--- src/rtl/btn_debounce_array.sv ---
// Multi-channel push-button conditioner: synchronizer, stability-count debounce, edge pulses.
// Optional long-press pulse per channel when BTN_LONG_PRESS_EN is defined.
//
// state        | meaning
// LOW_STABLE   | level 0, sync agrees, count idle
// LOW_CONFIRM  | level 0, sync high, counting toward a rise
// HIGH_STABLE  | level 1, sync agrees, count idle
// HIGH_CONFIRM | level 1, sync low, counting toward a fall
module btn_debounce_array #(
    parameter int N_CH          = 5,
    parameter int STABLE_CYCLES = 130000,
    parameter int SYNC_STAGES   = 2,
    parameter int HOLD_CYCLES   = 100000000
) (
    input  logic            clk,
    input  logic            buttom_rst,
    input  logic [N_CH-1:0] btn_raw,
    output logic [N_CH-1:0] btn_level,
    output logic [N_CH-1:0] btn_rise,
    output logic [N_CH-1:0] btn_fall,
    output logic [N_CH-1:0] long_press
);

    localparam int CW = $clog2(STABLE_CYCLES + 1);
    localparam logic [CW-1:0] CNT_LAST = CW'(STABLE_CYCLES - 1);

    typedef enum logic [1:0] {
        LOW_STABLE   = 2'b00,
        LOW_CONFIRM  = 2'b01,
        HIGH_STABLE  = 2'b10,
        HIGH_CONFIRM = 2'b11
    } deb_state_e;

    if (N_CH < 1 || STABLE_CYCLES < 1 || SYNC_STAGES < 2 || HOLD_CYCLES < 1) begin : g_bad_params
        $error("btn_debounce_array: illegal parameter value");
    end

    for (genvar g = 0; g < N_CH; g++) begin : g_ch
        logic [SYNC_STAGES-1:0] sync_q;
        logic                   sync;
        deb_state_e             state_q, state_d;
        logic [CW-1:0]          cnt_q, cnt_d;
        logic                   rise_q, rise_d;
        logic                   fall_q, fall_d;
        logic                   level_d;

        assign sync = sync_q[SYNC_STAGES-1];

        always_ff @(posedge clk or posedge buttom_rst) begin
            if (buttom_rst) begin
                sync_q  <= '0;
                state_q <= LOW_STABLE;
                cnt_q   <= '0;
                rise_q  <= 1'b0;
                fall_q  <= 1'b0;
            end else begin
                sync_q  <= {sync_q[SYNC_STAGES-2:0], btn_raw[g]};
                state_q <= state_d;
                cnt_q   <= cnt_d;
                rise_q  <= rise_d;
                fall_q  <= fall_d;
            end
        end

        always_comb begin
            state_d = state_q;
            cnt_d   = cnt_q;
            rise_d  = 1'b0;
            fall_d  = 1'b0;
            case (state_q)
                LOW_STABLE, LOW_CONFIRM: begin
                    if (!sync) begin
                        state_d = LOW_STABLE;
                        cnt_d   = '0;
                    end else if (cnt_q == CNT_LAST) begin
                        state_d = HIGH_STABLE;
                        cnt_d   = '0;
                        rise_d  = 1'b1;
                    end else begin
                        state_d = LOW_CONFIRM;
                        cnt_d   = cnt_q + CW'(1);
                    end
                end
                HIGH_STABLE, HIGH_CONFIRM: begin
                    if (sync) begin
                        state_d = HIGH_STABLE;
                        cnt_d   = '0;
                    end else if (cnt_q == CNT_LAST) begin
                        state_d = LOW_STABLE;
                        cnt_d   = '0;
                        fall_d  = 1'b1;
                    end else begin
                        state_d = HIGH_CONFIRM;
                        cnt_d   = cnt_q + CW'(1);
                    end
                end
                default: begin
                    state_d = LOW_STABLE;
                    cnt_d   = '0;
                end
            endcase
            level_d = (state_d == HIGH_STABLE) || (state_d == HIGH_CONFIRM);
        end

        assign btn_level[g] = (state_q == HIGH_STABLE) || (state_q == HIGH_CONFIRM);
        assign btn_rise[g]  = rise_q;
        assign btn_fall[g]  = fall_q;

`ifdef BTN_LONG_PRESS_EN
        localparam int HW = $clog2(HOLD_CYCLES + 1);
        localparam logic [HW-1:0] HOLD_MAX  = HW'(HOLD_CYCLES);
        localparam logic [HW-1:0] HOLD_LAST = HW'(HOLD_CYCLES - 1);

        logic [HW-1:0] hold_q, hold_d;
        logic          lp_q, lp_d;

        // Counter restarts on the edge the level rises, so it reads k at edge rise+k.
        always_comb begin
            hold_d = hold_q;
            lp_d   = 1'b0;
            if (!level_d || rise_d) begin
                hold_d = '0;
            end else if (hold_q != HOLD_MAX) begin
                hold_d = hold_q + HW'(1);
                lp_d   = (hold_q == HOLD_LAST);
            end
        end

        always_ff @(posedge clk or posedge buttom_rst) begin
            if (buttom_rst) begin
                hold_q <= '0;
                lp_q   <= 1'b0;
            end else begin
                hold_q <= hold_d;
                lp_q   <= lp_d;
            end
        end

        assign long_press[g] = lp_q;
`else
        assign long_press[g] = 1'b0;
`endif
    end

endmodule

--- config.mk ---
export PLATFORM = sky130hd
export DESIGN_NAME = btn_debounce_array
export DESIGN_NICKNAME = d
export VERILOG_FILES = /design/src/rtl/btn_debounce_array.sv
export SDC_FILE = /design/constraint.sdc
export NUM_CORES = 1
export LEC_CHECK = 0
export BUFFER_PORTS_ARGS = -buffer_cell sky130_fd_sc_hd__buf_2
export CAP_MARGIN = 20
export CORE_ASPECT_RATIO = 1.4
export CORE_UTILIZATION = 30
export CTS_CLUSTER_SIZE = 40
export DETAILED_ROUTE_END_ITERATION = 6
export PLACE_DENSITY_LB_ADDON = 0.1
export SETUP_SLACK_MARGIN = 0.02
export SYNTH_ARGS = -nofsm -noshare
export SYNTH_HDL_FRONTEND = slang
export SYNTH_SLANG_ARGS = --single-unit
--- constraint.sdc ---
create_clock -name clk -period 4.9 [get_ports clk]
set_input_delay 0.49 -clock clk [delete_from_list [all_inputs] [get_ports clk]]
set_output_delay 0.49 -clock clk [all_outputs]
set_load 0.02 [all_outputs]
* After elaboration in Yosys (flattened, before gate mapping)
Cells that the tools add are included.
Storage, ports and cells: output and inout bits 20, logic and storage cells 140, register bits 115, bits of input ports 7
Operators by class: muxes and demuxes 70, equality and inequality tests 20, $add $sub $neg 5, reductions and logical operators 20
Operator list (number):
- 17-bit 2-to-1 mux | 15
- 17-bit case mux with 2 select lines | 5
- 17-bit by 1-bit adder with 17-bit output, second input constant | 5
- 17-bit equality test, second input constant | 5
- 2-bit 2-to-1 mux | 20
- 1-bit 2-to-1 mux | 25
- 2-bit equality test, second input constant | 10
- 2-bit case mux with 2 select lines | 5
- 2-bit OR reduction | 10
- 2-bit by 1-bit equality test with 1-bit output, second input constant | 5
- 2-bit zero test | 5
- 1-bit logical OR | 5

* Longest topological paths before layout
Gate-level depths: netlist of the first run.
depth in word-level cells 4, mapped depth 7, depth with buffers taken out 5

* Worst setup path after synthesis of the first run
No wires, ideal clock.
path kind register to register, start register g_ch[1].cnt_q[5], end register g_ch[1].state_q[1], stages on the path, launching flop included 5, clock period less this slack 1799 ps, path buffers 0, setup slack 3101 ps, arrival time 1674 ps, data required time 4775 ps, library setup time 125 ps, cell sequence dfrtp_1 -> nor4b_2 -> nand3_2 -> or4_4 -> mux2_4
On the way: longest elaborated chain between the ends 4, elaborated cells between the ends (all ways) 6, classes of those cells eq/ne: 1; mux: 5
RTL lines:
- start, declared | RTL line 42 | logic [CW-1:0] cnt_q, cnt_d;
- start signal, assigned | RTL line 59 | cnt_q <= cnt_d;
- 17-bit equality test (*) | RTL line 75, 88
- 2-bit 2-to-1 mux (on tied branches) | RTL line 88, 75
- 2-bit 2-to-1 mux (on tied branches) | RTL line 85, 72
- 2-bit case mux with 2 select lines (*) | RTL line 70 | case (state_q)
- net g_ch[1].state_d[1] | RTL line 41 | deb_state_e state_q, state_d;
- end signal, assigned | RTL line 58 | state_q <= state_d;
- end, declared | RTL line 41
The timed path passes the listed nets; every way through them passes the cells marked *.

* Worst setup path after layout of the first run
start register g_ch[1].cnt_q[5], end register g_ch[1].cnt_q[13]
On the way: longest elaborated chain between the ends 4, elaborated cells between the ends (all ways) 6, classes of those cells add/sub: 1; eq/ne: 1; mux: 4
RTL lines (RTL line):
- 17-bit by 1-bit adder with 17-bit output / 17-bit equality test (equally long branches)
- 17-bit 2-to-1 mux (*) | 75, 88
- 17-bit 2-to-1 mux (on tied branches) | 85, 72
- 17-bit case mux with 2 select lines (*) | 70
- net g_ch[1].cnt_d[13] | 42
Marked as above.

==> summary.txt, run 1 <==
Outcome -> finished clean
Minimum clock period -> 2.069 ns
# clock sinks -> 110
Antenna Cells -> 0
Fin. Hold Viols -> 0
Largest net degree at the start of global routing -> 77
CP peak stage delay -> 0.85 ns
Via-to-Cell Ratio -> 4.827
Post-CTS Resized -> 0
Setup Viol. Count Final -> 0
R2r startpoint -> g_ch[1].cnt_q[5]$_DFF_PP0_
Share of cells above drive strength 1 -> 12.89%
Ys flop type -> dfrtp_1
Worst-path clk slew -> 0.07 ns
First-pass GRT wire length -> 17240 um
CTS Hold Buffers Added -> 0
Number of fill cells -> 1720
Ys async rst share -> 100.0%
DP HPWL -> 6592 um
Crit-path slowest cell -> o41ai_4
Max transition margin -> 40.56%
Distinct cells, synth -> 41
Setup Fix Bufs, Post-CTS -> 0
RSZ-0062 raised after global routing -> false
Buffers on Ports -> 21
Number of global-route vias before repair -> 3560
Mean Syn Cell Area -> 10.45 sq um
Clock buffer depth -> 2
F_max -> 483.3 MHz
Die height -> 157.5 um
Worst hold-check path type -> input pin to async pin
Clk_skew -> 0.009784 ns
Crit share post-route -> 42.23%
Area growth from synthesis to layout -> 10.99%
Synth warn -> 0
Crit end category -> flop
Die area -> 0.01781 sq mm
H-tree depth -> 3
CP Buf/Inv Count -> 0
Worst reg-to-reg setup slack -> 2.83 ns
Worst Setup SP -> g_ch[1].cnt_q[5]$_DFF_PP0_
CP Class -> flop to flop
Reg2Reg Depth -> 4
Critical R2R Capture -> g_ch[1].cnt_q[13]$_DFF_PP0_
Clk Tree Root Cell -> clkbuf_16
Req. time, crit path -> 5.10 ns
Drt total wl -> 9854 um
Antenna violation net count after detailed routing -> 0
Sequential cell area fraction in the yosys report -> 53.11%
Max-slew violation count -> 0
Core footprint -> 0.01682 sq mm
# IOs -> 27
Initial antenna violation count -> 0
Skew-Pair Late Insertion Delay -> 0.35 ns
Max-Cap Viols -> 0
DR vias -> 3451
Num rows -> 56
Synthesis-stage register bit count -> 110
LEAKAGE -> 2.340 nW
CP max FO -> 16
Synth Instances -> 496
TritonCTS clock tree -> done
Setup total negative slack -> 0 ns
Worst-margin pin slew -> 0.8886 ns
Crit-path leading delay family -> compound AO/OA/AOI/OAI gates
Starting Density -> 30.82%
VDD IR max -> 0.0001214 V
Die width -> 113.1 um
Nets -> 519
CP startpoint kind -> flop
Total gr overflow -> 0
Total Routing Usage GR -> 12.35%
EDFF count, synth -> 0
Cell area after synthesis -> 0.005182 sq mm
Arrival @ worst endpoint -> 2.27 ns
Router iterations before antenna repair -> 4
Worst hold slack -> 0.1231 ns
Initial detailed-routing violation count -> 119
Routed wire length per instance -> 13.78 um
Clock buffer count from CTS -> 9
DR DRC count -> 0
Cells along the critical path -> nor4b_2 -> nand3_2 -> o41ai_4 -> nor2_1
Routability Congestion -> 0.7368
Power per cell area -> 306.1 mW/mm^2
[synthesized netlist by cell type (all sizes together), types with 7 or more instances]
master / instances / area share, %
a21oi: 7 / 0.68
nor2: 84 / 6.1
nand4: 18 / 2.2
clkbuf: 8 / 0.58
nand2: 17 / 1.2
inv: 15 / 1.1
nor3b: 10 / 1.4
xor2: 20 / 3.4
nand3: 37 / 4.3
buf: 21 / 2.7
dfrtp: 110 / 53
nor3: 18 / 1.7
xnor2: 53 / 9.0
nor4: 19 / 2.3
and3: 10 / 1.2
[metrics by stage]
stage	util, %	instances	power (mW)	setup WS (ns)	area (sq um)
after global routing	34.20	715	1.838	2.601	5752
after CTS	34.00	713	1.796	2.544	5717
final	34.20	715	1.761	2.831	5752
after global placement	32.08	696	1.011	2.647	5395
after floorplan	-	500	0.9962	1.508	5197
after detailed placement	32.15	697	1.013	2.576	5406
[flip-flops by register name (all words and copies together), names as in the netlist]
| register | count |
|---|---|
| g_ch.sync_q | 10 |
| g_ch.cnt_q | 85 |
| g_ch.rise_q | 5 |
| g_ch.fall_q | 5 |
| g_ch.state_q | 5 |
[cell families (layout without fill, tap and decap cells)]
group | after synthesis | count (layout) | synth area share (%)
other | 1 | 5 | 0.07236
xor gates and xnor gates | 73 | 73 | 12.34
AOI/OAI and AO/OA | 20 | 20 | 2.849
adders and majority gates | 5 | 5 | 1.207
muxes | 5 | 5 | 1.231
and+or+nand+nor | 238 | 238 | 24.79
DFF | 110 | 110 | 53.11
buffers and inverters | 44 | 56 | 4.394
[power breakdown]
group | total [mW] | switching [mW] | leakage, nW | internal [mW]
combinational | 0.0604 | 0.0414 | 0.688 | 0.0190
sequential | 0.936 | 0.0143 | 1.50 | 0.921
clock | 0.765 | 0.337 | 0.151 | 0.428
total | 1.76 | 0.393 | 2.34 | 1.37
[layer usage]
layer  track usage [%]  part of all wire, %
met5                 0                    0
met1             14.44                   45
met2             21.47                   50
met4             6.078                  2.2
met3             2.541                  2.7
[how the worst max path moves through the flow]
stage	end	slack, ns	depth (start not counted)
6_report	g_ch[1].cnt_q[13]$_DFF_PP0_	2.83	4
4_1_cts	g_ch[2].cnt_q[10]$_DFF_PP0_	2.54	5
2_1_floorplan	g_ch[0].cnt_q[0]$_DFF_PP0_	1.51	1
5_1_grt	g_ch[1].cnt_q[13]$_DFF_PP0_	2.60	4
3_3_place_gp	g_ch[2].cnt_q[11]$_DFF_PP0_	2.65	5
3_5_place_dp	g_ch[2].cnt_q[10]$_DFF_PP0_	2.58	5
[cell usage in the layout (no fill, tap or decap), types with 8 or more instances in the layout]
master	instances
nand4_1	18
nor3b_1	10
nand3_2	8
nor3_1	18
dfrtp_1	110
buf_2	21
and3_1	9
xnor2_1	53
nand2_1	17
clkbuf_16	9
inv_1	14
nor4_1	19
xor2_1	20
nand3_1	29
nor2_1	84
[cell type report]
cell class	instances	area (sq um)	area share [%]
Sequential cell	110	2753	47.86
Multi-Input combinational cell	346	2217	38.55
Clock buffer	12	256.5	4.459
Tap cell	203	254.0	4.416
Timing Repair Buffer	25	158.9	2.763
Inverter	15	58.81	1.022
Clock inverter	4	53.80	0.9354
Power figures use the tool's default switching activity.
==> run 2: changes to the inputs <==
Clock period 4.9 ns to 1.7 ns, I/O delays scaled along.
==> run 2 against run 1 <==
Effect of this change:
- wire length increased by 4.7%
- critical path depth unchanged
- non-clock buffer count up 74
- the run now ends with hold timing, setup timing left
- highest routed layer unchanged
- via count up 7.9%
- cell count is 10% higher
- maximum frequency increased by 18%
==> summary.txt, run 2 (same netlist as run 1, synthesis figures left out) <==
F_max -> 569.7 MHz (was 483.3 MHz)
LEAKAGE -> 2.723 nW (was 2.340 nW)
Arrival @ worst endpoint -> 1.99 ns (was 2.27 ns)
Fin cells -> 787 (was 715)
Final worst slack -> -0.05523 ns (was 2.831 ns)
Largest registers -> g_ch.cnt_q (85), g_ch.sync_q (10) (unchanged)
First-pass GRT wire length -> 17960 um (was 17240 um)
CP Class -> flop to flop (unchanged)
Largest reg by FF count -> g_ch.cnt_q (unchanged)
Crit end category -> flop (unchanged)
Max reg flops -> 85 (unchanged)
Pre-CTS setup slack -> -0.08774 ns (was 2.576 ns)
Share of cells above drive strength 1 -> 27.05% (was 12.89%)
Outcome -> finished, violations left (was finished clean)
Clk_skew -> 0.004885 ns (was 0.009784 ns)
Reg2Reg Depth -> 4 (unchanged)
Buffers on Ports -> 21 (unchanged)
Worst hold slack -> -0.01690 ns (was 0.1231 ns)
Die height -> 157.5 um (unchanged)
Routed wire length per instance -> 13.11 um (was 13.78 um)
RSZ-0062 raised after global routing -> true (was false)
TritonCTS clock tree -> done (unchanged)
Design Area, Final -> 0.006477 sq mm (was 0.005752 sq mm)
Starting Density -> 30.82% (unchanged)
Max transition margin -> 59.41% (was 40.56%)
Max-Cap Viols -> 0 (unchanged)
H-tree depth -> 3 (unchanged)
Routability Congestion -> 0.7588 (was 0.7368)
Violated checks -> hold timing, setup timing
CP startpoint kind -> flop (unchanged)
Worst reg-to-reg setup slack -> -0.06 ns (was 2.83 ns)
Fin. Hold Viols -> 11 (was 0)
Setup Viol. Count Final -> 5 (was 0)
Router iterations before antenna repair -> 4 (unchanged)
Minimum clock period -> 1.755 ns (was 2.069 ns)
Initial detailed-routing violation count -> 135 (was 119)
Area growth from synthesis to layout -> 24.99% (was 10.99%)
Worst-path clk slew -> 0.07 ns (about the same)
Initial antenna violation count -> 0 (unchanged)
Via-to-Cell Ratio -> 4.732 (was 4.827)
CP peak stage delay -> 0.53 ns (was 0.85 ns)
Total Routing Usage GR -> 12.69% (was 12.35%)
Num rows -> 56 (unchanged)
VDD IR max -> 0.0003774 V (was 0.0001214 V)
Placed Area -> 0.005938 sq mm (was 0.005406 sq mm)
Crit share post-route -> 103.2% (was 42.23%)
Max-slew violation count -> 0 (unchanged)
Dpl cells -> 760 (was 697)
Worst hold-check path type -> input pin to async pin (unchanged)
Total gr overflow -> 0 (unchanged)
Skew-Pair Late Insertion Delay -> 0.35 ns (about the same)
Worst-margin pin slew -> 0.6088 ns (was 0.8886 ns)
CP max FO -> 4 (was 16)
# IOs -> 27 (unchanged)
Critical R2R Capture -> g_ch[4].state_q[1]$_DFF_PP0_ (was g_ch[1].cnt_q[13]$_DFF_PP0_)
Drt total wl -> 10320 um (was 9854 um)
Req. time, crit path -> 1.94 ns (was 5.10 ns)
Highest-count cells in the layout ignoring fill and taps -> dfrtp_1, nor2_1, buf_4 (was dfrtp_1, nor2_1, xnor2_1)
Antenna violation net count after detailed routing -> 0 (unchanged)
Die area -> 0.01781 sq mm (unchanged)
Clock buffer count from CTS -> 9 (unchanged)
Die width -> 113.1 um (unchanged)
Clock buffer depth -> 2 (unchanged)
Antenna Cells -> 0 (unchanged)
DR DRC count -> 0 (unchanged)
Crit-path slowest cell -> or4b_4 (was o41ai_4)
Core footprint -> 0.01682 sq mm (unchanged)
Largest net degree at the start of global routing -> 111 (was 77)
Nets -> 593 (was 519)
R2r startpoint -> g_ch[4].cnt_q[4]$_DFF_PP0_ (was g_ch[1].cnt_q[5]$_DFF_PP0_)
Power per cell area -> 767.3 mW/mm^2 (was 306.1 mW/mm^2)
# clock sinks -> 110 (unchanged)
Cells along the critical path -> nor4b_2 -> nand3_1 -> or4b_4 -> mux2_4 (was nor4b_2 -> nand3_2 -> o41ai_4 -> nor2_1)
Number of global-route vias before repair -> 3843 (was 3560)
Most common cell after layout, fill and taps aside -> dfrtp_1 (unchanged)
Clk Tree Root Cell -> clkbuf_16 (unchanged)
DR vias -> 3724 (was 3451)
DP HPWL -> 7025 um (was 6592 um)
Total power draw -> 4.970 mW (was 1.761 mW)
==> run 2: changes by cell type in the layout (fill, tap and decap cells not counted), moves of 3 or more <==
cell | previous run | this run
ha_2 | 0 | 3
nor2_2 | 0 | 3
ha_1 | 5 | 1
nand3_1 | 29 | 26
nor2_1 | 84 | 80
buf_6 | 1 | 7
nor4_1 | 19 | 15
buf_4 | 2 | 65
dlygate4sd3_1 | 0 | 5
==> run 2: through the flow <==
step	setup TNS [ns]	util, %
after CTS	-0.1955	37.50
after detailed placement	-0.1682	35.31
after global routing	-0.6943	38.52
after floorplan	-0.1358	-
final	-0.1416	38.52
after global placement	-0.09711	35.31
==> run 2: worst max path at each step <==
| stage | from | end | slack, ns | depth (start not counted) |
|---|---|---|---|---|
| detailed placement | g_ch[1].cnt_q[10]$_DFF_PP0_ | g_ch[1].state_q[1]$_DFF_PP0_ | -0.09 | 4 |
| finish | g_ch[4].cnt_q[4]$_DFF_PP0_ | g_ch[4].state_q[1]$_DFF_PP0_ | -0.06 | 4 |
| floorplan | g_ch[1].cnt_q[10]$_DFF_PP0_ | g_ch[1].state_q[1]$_DFF_PP0_ | -0.09 | 4 |
| CTS | g_ch[1].cnt_q[10]$_DFF_PP0_ | g_ch[1].state_q[1]$_DFF_PP0_ | -0.1 | 4 |
| global route | g_ch[4].cnt_q[4]$_DFF_PP0_ | g_ch[4].state_q[1]$_DFF_PP0_ | -0.12 | 4 |
| global placement | g_ch[4].cnt_q[4]$_DFF_PP0_ | g_ch[4].state_q[1]$_DFF_PP0_ | -0.06 | 4 |
==> run 2: worst max-delay path, delay by kind of cell (launching register included) <==
kind,cells,cell delay (ns)
flops,1,0.39
simple gates,3,0.94
mux,1,0.31
==> run 2: repair_timing <==
action | CTS | global route
gates resized for setup | 2 | 31
gates cloned | 0 | 1
endpoints found under the setup margin | 13 | 82
hold buffers | 5 | 0
pin swaps | 3 | 9
hold endpoints to repair | 5 | 0
buffers inserted | 4 | 3
==> run 2: report_power, final <==
part	leakage (nW)	switching [mW]	internal [mW]	total, mW
registers	1.50	0.0364	2.66	2.69
logic	1.08	0.138	0.103	0.241
clock network	0.137	0.918	1.12	2.04
==> run 2: cell type report <==
cell class | count | area, sq um
well taps | 203 | 254.0
clock buffers | 9 | 225.2
flip-flops and latches | 110 | 2753
multi-input cells | 346 | 2391
fillers | 1697 | 10340
repair buffers | 99 | 742.0
clock inverters | 5 | 52.55
inverters | 15 | 60.06
==> run 2: per-layer routing <==
metal  track usage, %  vias up  routed length, um
li1                 -     1851                  -
met1            14.62     1821               4601
met2            22.38       38               5259
met3            2.888       14                250
met4            5.639        0                209
met5                0        -                  0
